<file path="src/rtl/wi23_defs.sv">
// Shared instruction-memory definitions: geometry plus the data-port arbiter's
// state, requester id and read-tag types.
package wi23_defs;

  localparam int IMEM_DEPTH = 10;
  localparam int IMEM_WIDTH = 16;

  typedef enum logic [1:0] {
    ARB,
    DBG_BURST,
    CPU_YIELD
  } imem_arb_state_t;

  typedef enum logic {
    REQ_CPU,
    REQ_DBG
  } imem_req_id_t;

  typedef struct packed {
    logic         vld;
    imem_req_id_t id;
  } rd_tag_t;

endpackage

</file>
<file path="src/rtl/imem_dport_arb_if.sv">
// Requester and memory-side bundle of the instruction-memory data-port arbiter.
// The slave view belongs to the arbiter; the master view to whatever drives it.
interface imem_dport_arb_if import wi23_defs::*; ();

  logic                  cpu_req_i;
  logic [IMEM_DEPTH-1:0] cpu_addr_i;
  logic                  cpu_gnt_o;
  logic                  cpu_rvalid_o;
  logic                  dbg_req_i;
  logic                  dbg_we_i;
  logic [IMEM_DEPTH-1:0] dbg_addr_i;
  logic [IMEM_WIDTH-1:0] dbg_wdata_i;
  logic                  dbg_lock_i;
  logic                  dbg_gnt_o;
  logic                  dbg_rvalid_o;
  logic [IMEM_WIDTH-1:0] rdata_o;
  logic [IMEM_DEPTH-1:0] mem_addr_o;
  logic                  mem_we_o;
  logic [IMEM_WIDTH-1:0] mem_wdata_o;
  logic [IMEM_WIDTH-1:0] mem_rdata_i;

  modport slave (
    input  cpu_req_i, cpu_addr_i,
    input  dbg_req_i, dbg_we_i, dbg_addr_i, dbg_wdata_i, dbg_lock_i,
    input  mem_rdata_i,
    output cpu_gnt_o, cpu_rvalid_o, dbg_gnt_o, dbg_rvalid_o, rdata_o,
    output mem_addr_o, mem_we_o, mem_wdata_o
  );

  modport master (
    output cpu_req_i, cpu_addr_i,
    output dbg_req_i, dbg_we_i, dbg_addr_i, dbg_wdata_i, dbg_lock_i,
    output mem_rdata_i,
    input  cpu_gnt_o, cpu_rvalid_o, dbg_gnt_o, dbg_rvalid_o, rdata_o,
    input  mem_addr_o, mem_we_o, mem_wdata_o
  );

endinterface

</file>
<file path="src/rtl/imem_dport_arb_rd_tag_pipe.sv">
// Two-stage read tag shift register: stage 0 marks the cycle the memory is read,
// stage 1 produces the per-requester rvalid pulse alongside the registered data.
module imem_rd_tag_pipe import wi23_defs::*; (
  input  logic         clk,
  input  logic         rst,
  input  logic         push_vld_i,
  input  imem_req_id_t push_id_i,
  output logic         capture_o,
  output logic         cpu_rvalid_o,
  output logic         dbg_rvalid_o
);

  rd_tag_t s0_q, s1_q;

  always_ff @(posedge clk or posedge rst) begin
    if (rst) begin
      s0_q <= '0;
      s1_q <= '0;
    end else begin
      s0_q.vld <= push_vld_i;
      s0_q.id  <= push_id_i;
      s1_q     <= s0_q;
    end
  end

  assign capture_o    = s0_q.vld;
  assign cpu_rvalid_o = s1_q.vld && (s1_q.id == REQ_CPU);
  assign dbg_rvalid_o = s1_q.vld && (s1_q.id == REQ_DBG);

endmodule

</file>
<file path="src/rtl/imem_dport_arb.sv">
// Shares the instruction memory's data port between the CPU load path and the
// debug/loader link; one grant per cycle, read data returned two cycles after grant.
//
//   state     | meaning
//   ARB       | round-robin between CPU and debug
//   DBG_BURST | debug owns the port while it holds lock
//   CPU_YIELD | one forced CPU slot after a full burst
module imem_dport_arb import wi23_defs::*; #(
  parameter int MAX_BURST = 8
) (
  input  logic             clk,
  input  logic             rst,
  imem_dport_arb_if.slave  bus
);

  localparam int            CW        = $clog2(MAX_BURST + 1);
  localparam logic [CW-1:0] BURST_MAX = CW'(MAX_BURST);

  imem_arb_state_t       state_q;
  logic [CW-1:0]         burst_cnt_q;
  imem_req_id_t          last_gnt_q;
  logic                  cpu_gnt;
  logic                  dbg_gnt;
  logic                  burst_at_max;

  logic [IMEM_DEPTH-1:0] mem_addr_q;
  logic                  mem_we_q;
  logic [IMEM_WIDTH-1:0] mem_wdata_q;
  logic [IMEM_WIDTH-1:0] rdata_q;
  logic                  push_vld;
  imem_req_id_t          push_id;
  logic                  capture;

  assign burst_at_max = (burst_cnt_q == BURST_MAX);

  always_comb begin
    cpu_gnt = 1'b0;
    dbg_gnt = 1'b0;
    unique case (state_q)
      ARB: begin
        if (bus.cpu_req_i && bus.dbg_req_i) begin
          cpu_gnt = (last_gnt_q == REQ_DBG);
          dbg_gnt = (last_gnt_q == REQ_CPU);
        end else begin
          cpu_gnt = bus.cpu_req_i;
          dbg_gnt = bus.dbg_req_i;
        end
      end
      // The slot where a full burst meets a waiting CPU is left empty.
      DBG_BURST: dbg_gnt = bus.dbg_req_i && !(burst_at_max && bus.cpu_req_i);
      CPU_YIELD: cpu_gnt = bus.cpu_req_i;
      default: ;
    endcase
  end

  always_ff @(posedge clk or posedge rst) begin
    if (rst) begin
      state_q     <= ARB;
      burst_cnt_q <= '0;
      last_gnt_q  <= REQ_DBG;
    end else begin
      if (cpu_gnt)      last_gnt_q <= REQ_CPU;
      else if (dbg_gnt) last_gnt_q <= REQ_DBG;

      unique case (state_q)
        ARB: begin
          if (dbg_gnt && bus.dbg_lock_i) begin
            state_q     <= DBG_BURST;
            burst_cnt_q <= CW'(1);
          end
        end
        DBG_BURST: begin
          if (burst_at_max && bus.cpu_req_i) begin
            state_q <= CPU_YIELD;
          end else if (!bus.dbg_lock_i) begin
            state_q     <= ARB;
            burst_cnt_q <= '0;
          end else if (dbg_gnt && !burst_at_max) begin
            burst_cnt_q <= burst_cnt_q + 1'b1;
          end
        end
        CPU_YIELD: begin
          burst_cnt_q <= '0;
          state_q     <= bus.dbg_lock_i ? DBG_BURST : ARB;
        end
        default: state_q <= ARB;
      endcase
    end
  end

  assign push_vld = cpu_gnt || (dbg_gnt && !bus.dbg_we_i);
  assign push_id  = dbg_gnt ? REQ_DBG : REQ_CPU;

  always_ff @(posedge clk or posedge rst) begin
    if (rst) begin
      mem_addr_q  <= '0;
      mem_we_q    <= 1'b0;
      mem_wdata_q <= '0;
      rdata_q     <= '0;
    end else begin
      mem_we_q <= dbg_gnt && bus.dbg_we_i;
      if (cpu_gnt) begin
        mem_addr_q <= bus.cpu_addr_i;
      end else if (dbg_gnt) begin
        mem_addr_q <= bus.dbg_addr_i;
        if (bus.dbg_we_i) mem_wdata_q <= bus.dbg_wdata_i;
      end
      // Memory output settles on the negedge of the cycle after grant.
      if (capture) rdata_q <= bus.mem_rdata_i;
    end
  end

  imem_rd_tag_pipe u_tag_pipe (
    .clk          (clk),
    .rst          (rst),
    .push_vld_i   (push_vld),
    .push_id_i    (push_id),
    .capture_o    (capture),
    .cpu_rvalid_o (bus.cpu_rvalid_o),
    .dbg_rvalid_o (bus.dbg_rvalid_o)
  );

  assign bus.cpu_gnt_o   = cpu_gnt;
  assign bus.dbg_gnt_o   = dbg_gnt;
  assign bus.rdata_o     = rdata_q;
  assign bus.mem_addr_o  = mem_addr_q;
  assign bus.mem_we_o    = mem_we_q;
  assign bus.mem_wdata_o = mem_wdata_q;

endmodule

</file>
<file path="src/flat_wrapper.sv">
// flat-port wrapper written by rule: the top's interface ports become plain ports
module imem_dport_arb_flat import wi23_defs::*;
#(
  parameter int MAX_BURST = 8
)
  (clk, rst, bus_cpu_req_i, bus_cpu_addr_i, bus_dbg_req_i, bus_dbg_we_i, bus_dbg_addr_i, bus_dbg_wdata_i, bus_dbg_lock_i, bus_mem_rdata_i, bus_cpu_gnt_o, bus_cpu_rvalid_o, bus_dbg_gnt_o, bus_dbg_rvalid_o, bus_rdata_o, bus_mem_addr_o, bus_mem_we_o, bus_mem_wdata_o);
  imem_dport_arb_if bus_i ();
  input  logic clk;
  input  logic rst;
  input wire logic [$bits(bus_i.cpu_req_i)-1:0] bus_cpu_req_i;
  input wire logic [$bits(bus_i.cpu_addr_i)-1:0] bus_cpu_addr_i;
  input wire logic [$bits(bus_i.dbg_req_i)-1:0] bus_dbg_req_i;
  input wire logic [$bits(bus_i.dbg_we_i)-1:0] bus_dbg_we_i;
  input wire logic [$bits(bus_i.dbg_addr_i)-1:0] bus_dbg_addr_i;
  input wire logic [$bits(bus_i.dbg_wdata_i)-1:0] bus_dbg_wdata_i;
  input wire logic [$bits(bus_i.dbg_lock_i)-1:0] bus_dbg_lock_i;
  input wire logic [$bits(bus_i.mem_rdata_i)-1:0] bus_mem_rdata_i;
  output wire logic [$bits(bus_i.cpu_gnt_o)-1:0] bus_cpu_gnt_o;
  output wire logic [$bits(bus_i.cpu_rvalid_o)-1:0] bus_cpu_rvalid_o;
  output wire logic [$bits(bus_i.dbg_gnt_o)-1:0] bus_dbg_gnt_o;
  output wire logic [$bits(bus_i.dbg_rvalid_o)-1:0] bus_dbg_rvalid_o;
  output wire logic [$bits(bus_i.rdata_o)-1:0] bus_rdata_o;
  output wire logic [$bits(bus_i.mem_addr_o)-1:0] bus_mem_addr_o;
  output wire logic [$bits(bus_i.mem_we_o)-1:0] bus_mem_we_o;
  output wire logic [$bits(bus_i.mem_wdata_o)-1:0] bus_mem_wdata_o;
  assign bus_i.cpu_req_i = bus_cpu_req_i;
  assign bus_i.cpu_addr_i = bus_cpu_addr_i;
  assign bus_i.dbg_req_i = bus_dbg_req_i;
  assign bus_i.dbg_we_i = bus_dbg_we_i;
  assign bus_i.dbg_addr_i = bus_dbg_addr_i;
  assign bus_i.dbg_wdata_i = bus_dbg_wdata_i;
  assign bus_i.dbg_lock_i = bus_dbg_lock_i;
  assign bus_i.mem_rdata_i = bus_mem_rdata_i;
  assign bus_cpu_gnt_o = bus_i.cpu_gnt_o;
  assign bus_cpu_rvalid_o = bus_i.cpu_rvalid_o;
  assign bus_dbg_gnt_o = bus_i.dbg_gnt_o;
  assign bus_dbg_rvalid_o = bus_i.dbg_rvalid_o;
  assign bus_rdata_o = bus_i.rdata_o;
  assign bus_mem_addr_o = bus_i.mem_addr_o;
  assign bus_mem_we_o = bus_i.mem_we_o;
  assign bus_mem_wdata_o = bus_i.mem_wdata_o;
  imem_dport_arb #(.MAX_BURST(MAX_BURST)) u_core (.clk(clk), .rst(rst), .bus(bus_i));
endmodule
</file>
<file path="config.mk">
export PLATFORM = sky130hd
export DESIGN_NAME = imem_dport_arb_flat
export DESIGN_NICKNAME = d
export VERILOG_FILES = /design/src/rtl/wi23_defs.sv /design/src/rtl/imem_dport_arb_if.sv /design/src/rtl/imem_dport_arb_rd_tag_pipe.sv /design/src/rtl/imem_dport_arb.sv /design/src/flat_wrapper.sv
export SDC_FILE = /design/constraint.sdc
export NUM_CORES = 1
export LEC_CHECK = 0
export CORE_MARGIN = 2
export CORE_UTILIZATION = 43
export DETAILED_ROUTE_END_ITERATION = 12
export GPL_ROUTABILITY_DRIVEN = 0
export PLACE_DENSITY_LB_ADDON = 0.2
export SYNTH_ARGS = -nofsm -noshare
export SYNTH_HDL_FRONTEND = slang
export SYNTH_HIERARCHICAL = 1
export SYNTH_SLANG_ARGS = --single-unit
</file>
<file path="constraint.sdc">
create_clock -name clk -period 2.25 [get_ports clk]
set_input_delay 0.675 -clock clk [delete_from_list [all_inputs] [get_ports clk]]
set_output_delay 0.675 -clock clk [all_outputs]
set_load 0.01 [all_outputs]
</file>
== Yosys cells after proc, flatten, opt, wreduce, memory -nomap -nowiden ==
Cells that the tools add are included.
Storage, ports and cells
  flip-flop bits (word level): 54
  input port bits: 58
  output and inout bits: 47
  word-level logic and storage cells: 60
Operators by class
  add/sub/neg operators: 1
  equal/unequal tests: 7
  mux-type cells: 19
  bitwise gates (word level): 3
  reductions and logical operators: 19
Operator list (number)
  $mux 10: 2
  $mux 4: 4
  $pmux 4 s3: 1
  $logic_and 1x1->1: 9
  $mux 1: 6
  $mux 2: 3
  $ne 3x2->1 const B: 2
  $pmux 2 s3: 1
  $add 4x1->4 const B: 1
  $eq 4x4->1 const B: 1
  $pmux 1 s2: 2
  $reduce_and 4->1: 1
  $logic_not 1->1: 3
  $not 1->1: 3
  $reduce_and 3->1: 1
  $reduce_bool 3->1: 1
  $eq 2x1->1 const B: 1
  $eq 2x2->1 const B: 1
  $logic_not 2->1: 1
  $ne 2x1->1 const B: 1
  $ne 2x2->1 const B: 1
  $reduce_and 2->1: 1
  $reduce_bool 2->1: 1
  $logic_or 1x1->1: 1

== Depth between registers and ports, before layout ==
  word-level depth: 10
  mapped depth: 7
  gate-level depth less buffers: 6

== Modules after synthesis ==
The synthesis kept the hierarchy.
Modules (own cells, without submodules)
  imem_dport_arb: times used 1, cells an instance 167, area an instance 2372.3 um^2, sequential area each 1252.5 um^2
  imem_rd_tag_pipe: times used 1, cells an instance 7, area an instance 120.1 um^2, sequential area each 100.1 um^2

== Least setup slack after synthesis ==
OpenSTA, ideal clock, no wires.
  path kind: flip-flop to flip-flop
  start point: register u_core.state_q[1]
  end point: register u_core.mem_addr_q[0], in the netlist u_core/bus.mem_addr_o[0]
  library setup time: 0.125 ns
  data arrival time: 1.912 ns
  required time: 2.125 ns
  slack: 0.212 ns
  cell stages (with the launch flop): 8
  path buffers: 1
  period minus slack after synthesis: 2.038 ns
  path through: dfrtp_1 inv_1 ha_1 o21ai_0 a21oi_2 buf_2 mux2_2 mux2_4
Between the ends
  word-level cells in the longest chain between the ends: 3
  elaborated cells on any way between the ends: 7
  those cells by class: eq/ne: 2; mux: 3; reduce/logical: 2
RTL lines
  start: declaration: line imem_dport_arb.sv:19  | imem_arb_state_t state_q;
  start signal: assignment: line imem_dport_arb.sv:84  | state_q <= bus.dbg_lock_i ? DBG_BURST : ARB;
  $eq 2x2->1 or $logic_not 2->1 (tied branches): line imem_dport_arb.sv:39  | unique case (state_q)
  $pmux 1 s2 *: line imem_dport_arb.sv:39
  named net bus_cpu_gnt_o: line flat_wrapper.sv:18  | output wire logic [$bits(bus_i.cpu_gnt_o)-1:0] bus_cpu_gnt_o;
  $mux 10 or $reduce_bool 2->1 (tied branches)
  end signal: assignment: line imem_dport_arb.sv:103  | mem_addr_q <= bus.cpu_addr_i;
  end signal: assignment: line imem_dport_arb.sv:105  | mem_addr_q <= bus.dbg_addr_i;
  end: declaration: line imem_dport_arb.sv:26  | logic [IMEM_DEPTH-1:0] mem_addr_q;
The timed path passes the listed nets; every way through them passes the cells marked *.
A chain may end at the register's enable or synchronous reset.

== Worst setup path after layout ==
  start point: register u_core.burst_cnt_q[1]
  end point: output port bus_dbg_gnt_o
Between the ends
  word-level cells in the longest chain between the ends: 5
RTL lines
  start: declaration: line imem_dport_arb.sv:20  | logic [CW-1:0] burst_cnt_q;
  start signal: assignment: line imem_dport_arb.sv:79  | burst_cnt_q <= burst_cnt_q + 1'b1;
  $eq 4x4->1: line imem_dport_arb.sv:34  | assign burst_at_max = (burst_cnt_q == BURST_MAX);
  $logic_and 1x1->1: line imem_dport_arb.sv:50  | DBG_BURST: dbg_gnt = bus.dbg_req_i && !(burst_at_max && bus.cpu_req_i);
  $logic_not 1->1: line imem_dport_arb.sv:50
  $logic_and 1x1->1: line imem_dport_arb.sv:50
  $pmux 1 s2: line imem_dport_arb.sv:39
  end: declaration: line flat_wrapper.sv:20  | output wire logic [$bits(bus_i.dbg_gnt_o)-1:0] bus_dbg_gnt_o;
No other way between the ends.

==> impl_metrics.yaml <==
clock_network:
  cts_num_sinks: 54
  cts_tree: "yes"
  htreeDepth: 2
  cts-root-buf: "clkbuf_8"
  cts.clk_slew.worst_paths_ps: 100
  clkLatencyLatePin_ps: 310
  cts_max_path_buffers: 2
  numCtsBuffers: 5
pwr:
  power_density_nw_per_um2: 1229
  cellLeakagePower_nw: 1.767
  power_mw: 4.932
  irDropWorstVdd_mv: 0.6803
floorplanning:
  rows: 27
  io_pins: 105
  die_y_um: 80.14
  start_util: 0.4499
  die_area_um2: 6422
  core_um2: 5540
  die_w_um: 80.14
route:
  drc: 0
  dr_total_vias: 1866
  first_pass_iters: 4
  wl_per_cell_um: 14.98
  post_drt_via_cell_ratio: 4.809
  drt-initial-drc-count: 72
  antenna_left: 0
  wl_mm: 5.812
timing:
  period_minus_slack_ps: 2220
  tightest_slew_ps: 652.6
  fin_worst_skew_ps: 13.16
  fmax_mhz: 450.5
  maxSlewHeadroom: 0.5649
  hold_viol_final: 0
  fin_crit_sh: 0.9865
  drv_slew: 0
  setup_slack_ps: 30.35
  finalSetupViolCount: 0
run_status:
  status: "complete, no violations"
placed_design:
  pre_cts_ws_ps: -555.1
  place_hpwl_mm: 4.336
  postPlaceCellArea_um2: 3772
  port_buffers: 104
grt:
  gr-total-overflow: 0
  antenna_found_initial: 0
  grt_pass1_wl_mm: 8.873
  grt_pass1_vias: 1849
  grt_max_degree: 28
  grtUsageTotal: 0.1796
worst_setup_path:
  cp.depth: 6
  cpLargestDelayFamily: "flip-flops"
  cp_cell_sequence: "inv_2 > ha_4 > nand4b_1 > a32oi_2 > inv_1 > buf_2"
  cp.required_ps: 1570
  cpPeakStageDelay_ps: 410
  cp.arrival_ps: 1540
  end_kind: "output port"
  critPathBufInv: 3
  worstPathMaxFanout: 2
  rr_startpoint: "u_core/burst_cnt_q[1]"
  cp_slowest_cell: "dfrtp_1"
  critPathLaunchType: "register"
  cp-startpoint: "u_core/burst_cnt_q[1]"
  worstRegToRegCells: 14
  path_class: "register to output port"
logic_synthesis:
  synth.avg_cell_area_um2: 14.32
  yosysWarningCount: 6
  ys_seq_elements: 54
  syn_nets: 239
  synth_top_cell_by_area: "dfrtp_1"
  synth_top_cells_by_area: "dfrtp_1, mux2_2, mux2_4, ha_1, inv_1"
  syn_area_um2: 2492
  synthCells: 174
  synth_cell_types: 38
  synth.top_cell.area_share: 0.5321
  synth.yosys.seq_area_share: 0.5427
worst_hold_path:
  holdCritStartpoint: "u_core/u_tag_pipe/s0_q[0]"
  hp-class: "register to register"
  whs_path_depth: 0
finish:
  multi_input_area_um2: 1092
  fill_cells: 406
  layout.area.seq_um2: 1353
  nets: 380
  finalInstanceArea_um2: 4013
  drive_gt1_frac: 0.3703
  most-common-layout-cells: "clkdlybuf4s50_1, dfrtp_1, buf_4"
  synthToLayoutAreaGrowth_pct: 60.99
  final_common_cell: "clkdlybuf4s50_1"
  n_antenna_cell: 0
run:
  maxCapViolCount: 0
synth_stat cells, drive strengths merged:
master and count:
nand2 3, a32oi 1, and2 1, o41ai 1, or4 2, nand3b 1
a21oi 5, o21bai 1, dfrtp 53, o32ai 1, mux2i 1, clkbuf 1
and2b 1, o211ai 1, nor2b 2, inv 14, buf 6, o22ai 1
a221oi 1, o21ai 3, nand3 3, nor2 1, nand2b 2, nand4 1
dfstp 1, nand4b 1, and3 1, ha 7, or3b 1, a21boi 1
o221ai 1, mux2 53, nor3b 1
power breakdown:
group	leakage, nW	total [mW]	internal [mW]	switching (mW)
Clock	0.0441	0.533	0.219	0.314
Combinational	1.08	2.69	1.73	0.955
Sequential	0.645	1.71	1.44	0.276
Total	1.77	4.93	3.39	1.55
through the flow:
step	std cells	TNS (ps)	hold slack [ps]	utilization
after floorplan	174	0	331.2	-
after global placement	365	-8386	334.7	0.6809
after detailed placement	365	-8672	342.4	0.6809
after CTS	387	0	372.8	0.7159
after global routing	388	-8.572	385.9	0.7243
final	388	0	374.0	0.7243
layout make-up:
type / instances / share of cell area
multi-input combinational: 99 / 0.2722
sequential: 54 / 0.3371
timing repair buffer: 141 / 0.3327
inverter: 14 / 0.01310
clock buffer: 5 / 0.01715
clock inverter: 3 / 0.005301
tap: 72 / 0.02245
layer usage:
metal	wire (um)	global-route usage	share of wire	vias to the layer above
met2	2928	0.3083	0.50	68
met5	0	0	0	-
met4	51	0.05085	0.0088	0
li1	-	-	-	890
met1	2425	0.2234	0.42	903
met3	406	0.04607	0.070	5
state kept, by name, indices dropped and copies added, names as in the netlist:
name                         count
u_core/burst_cnt_q               4
u_core/bus.mem_addr_o           10
u_core/bus.mem_wdata_o          16
u_core/bus.mem_we_o              1
u_core/bus.rdata_o              16
u_core/last_gnt_q                1
u_core/state_q                   2
u_core/u_tag_pipe/capture_o      1
u_core/u_tag_pipe/s0_q           1
u_core/u_tag_pipe/s1_q           2
logic make-up (layout without fill, tap and decap cells):
logic type	Yosys count	after routing	synth area share
multiplexers	54	54	0.2736
adder cells (fa/ha/maj)	7	7	0.03514
buffers and inverters	21	163	0.03765
AO/OA/AOI/OAI	17	17	0.05372
flip-flops	54	54	0.5427
AND/OR/NAND/NOR	21	21	0.05723
worst paths after layout:
check                                       endpoint  slack, ps
setup / recovery                       bus_dbg_gnt_o         30
hold / removal             u_core/u_tag_pipe/s1_q[0]        370
setup reg to reg                   u_core/state_q[0]         30
hold reg to reg            u_core/u_tag_pipe/s1_q[0]        370
max in group asynchronous     u_core/bus.rdata_o[11]       1230
min in group asynchronous  u_core/u_tag_pipe/s0_q[0]        580
timing repair:
action                                  4_1_cts  5_1_grt
hold buffers                                  0        0
pin swaps                                     1        3
gates cloned                                  0        0
gates resized for setup                      13        9
endpoints found under the setup margin        2        4
buffers inserted                             14        1
Power figures use the tool's default switching activity.
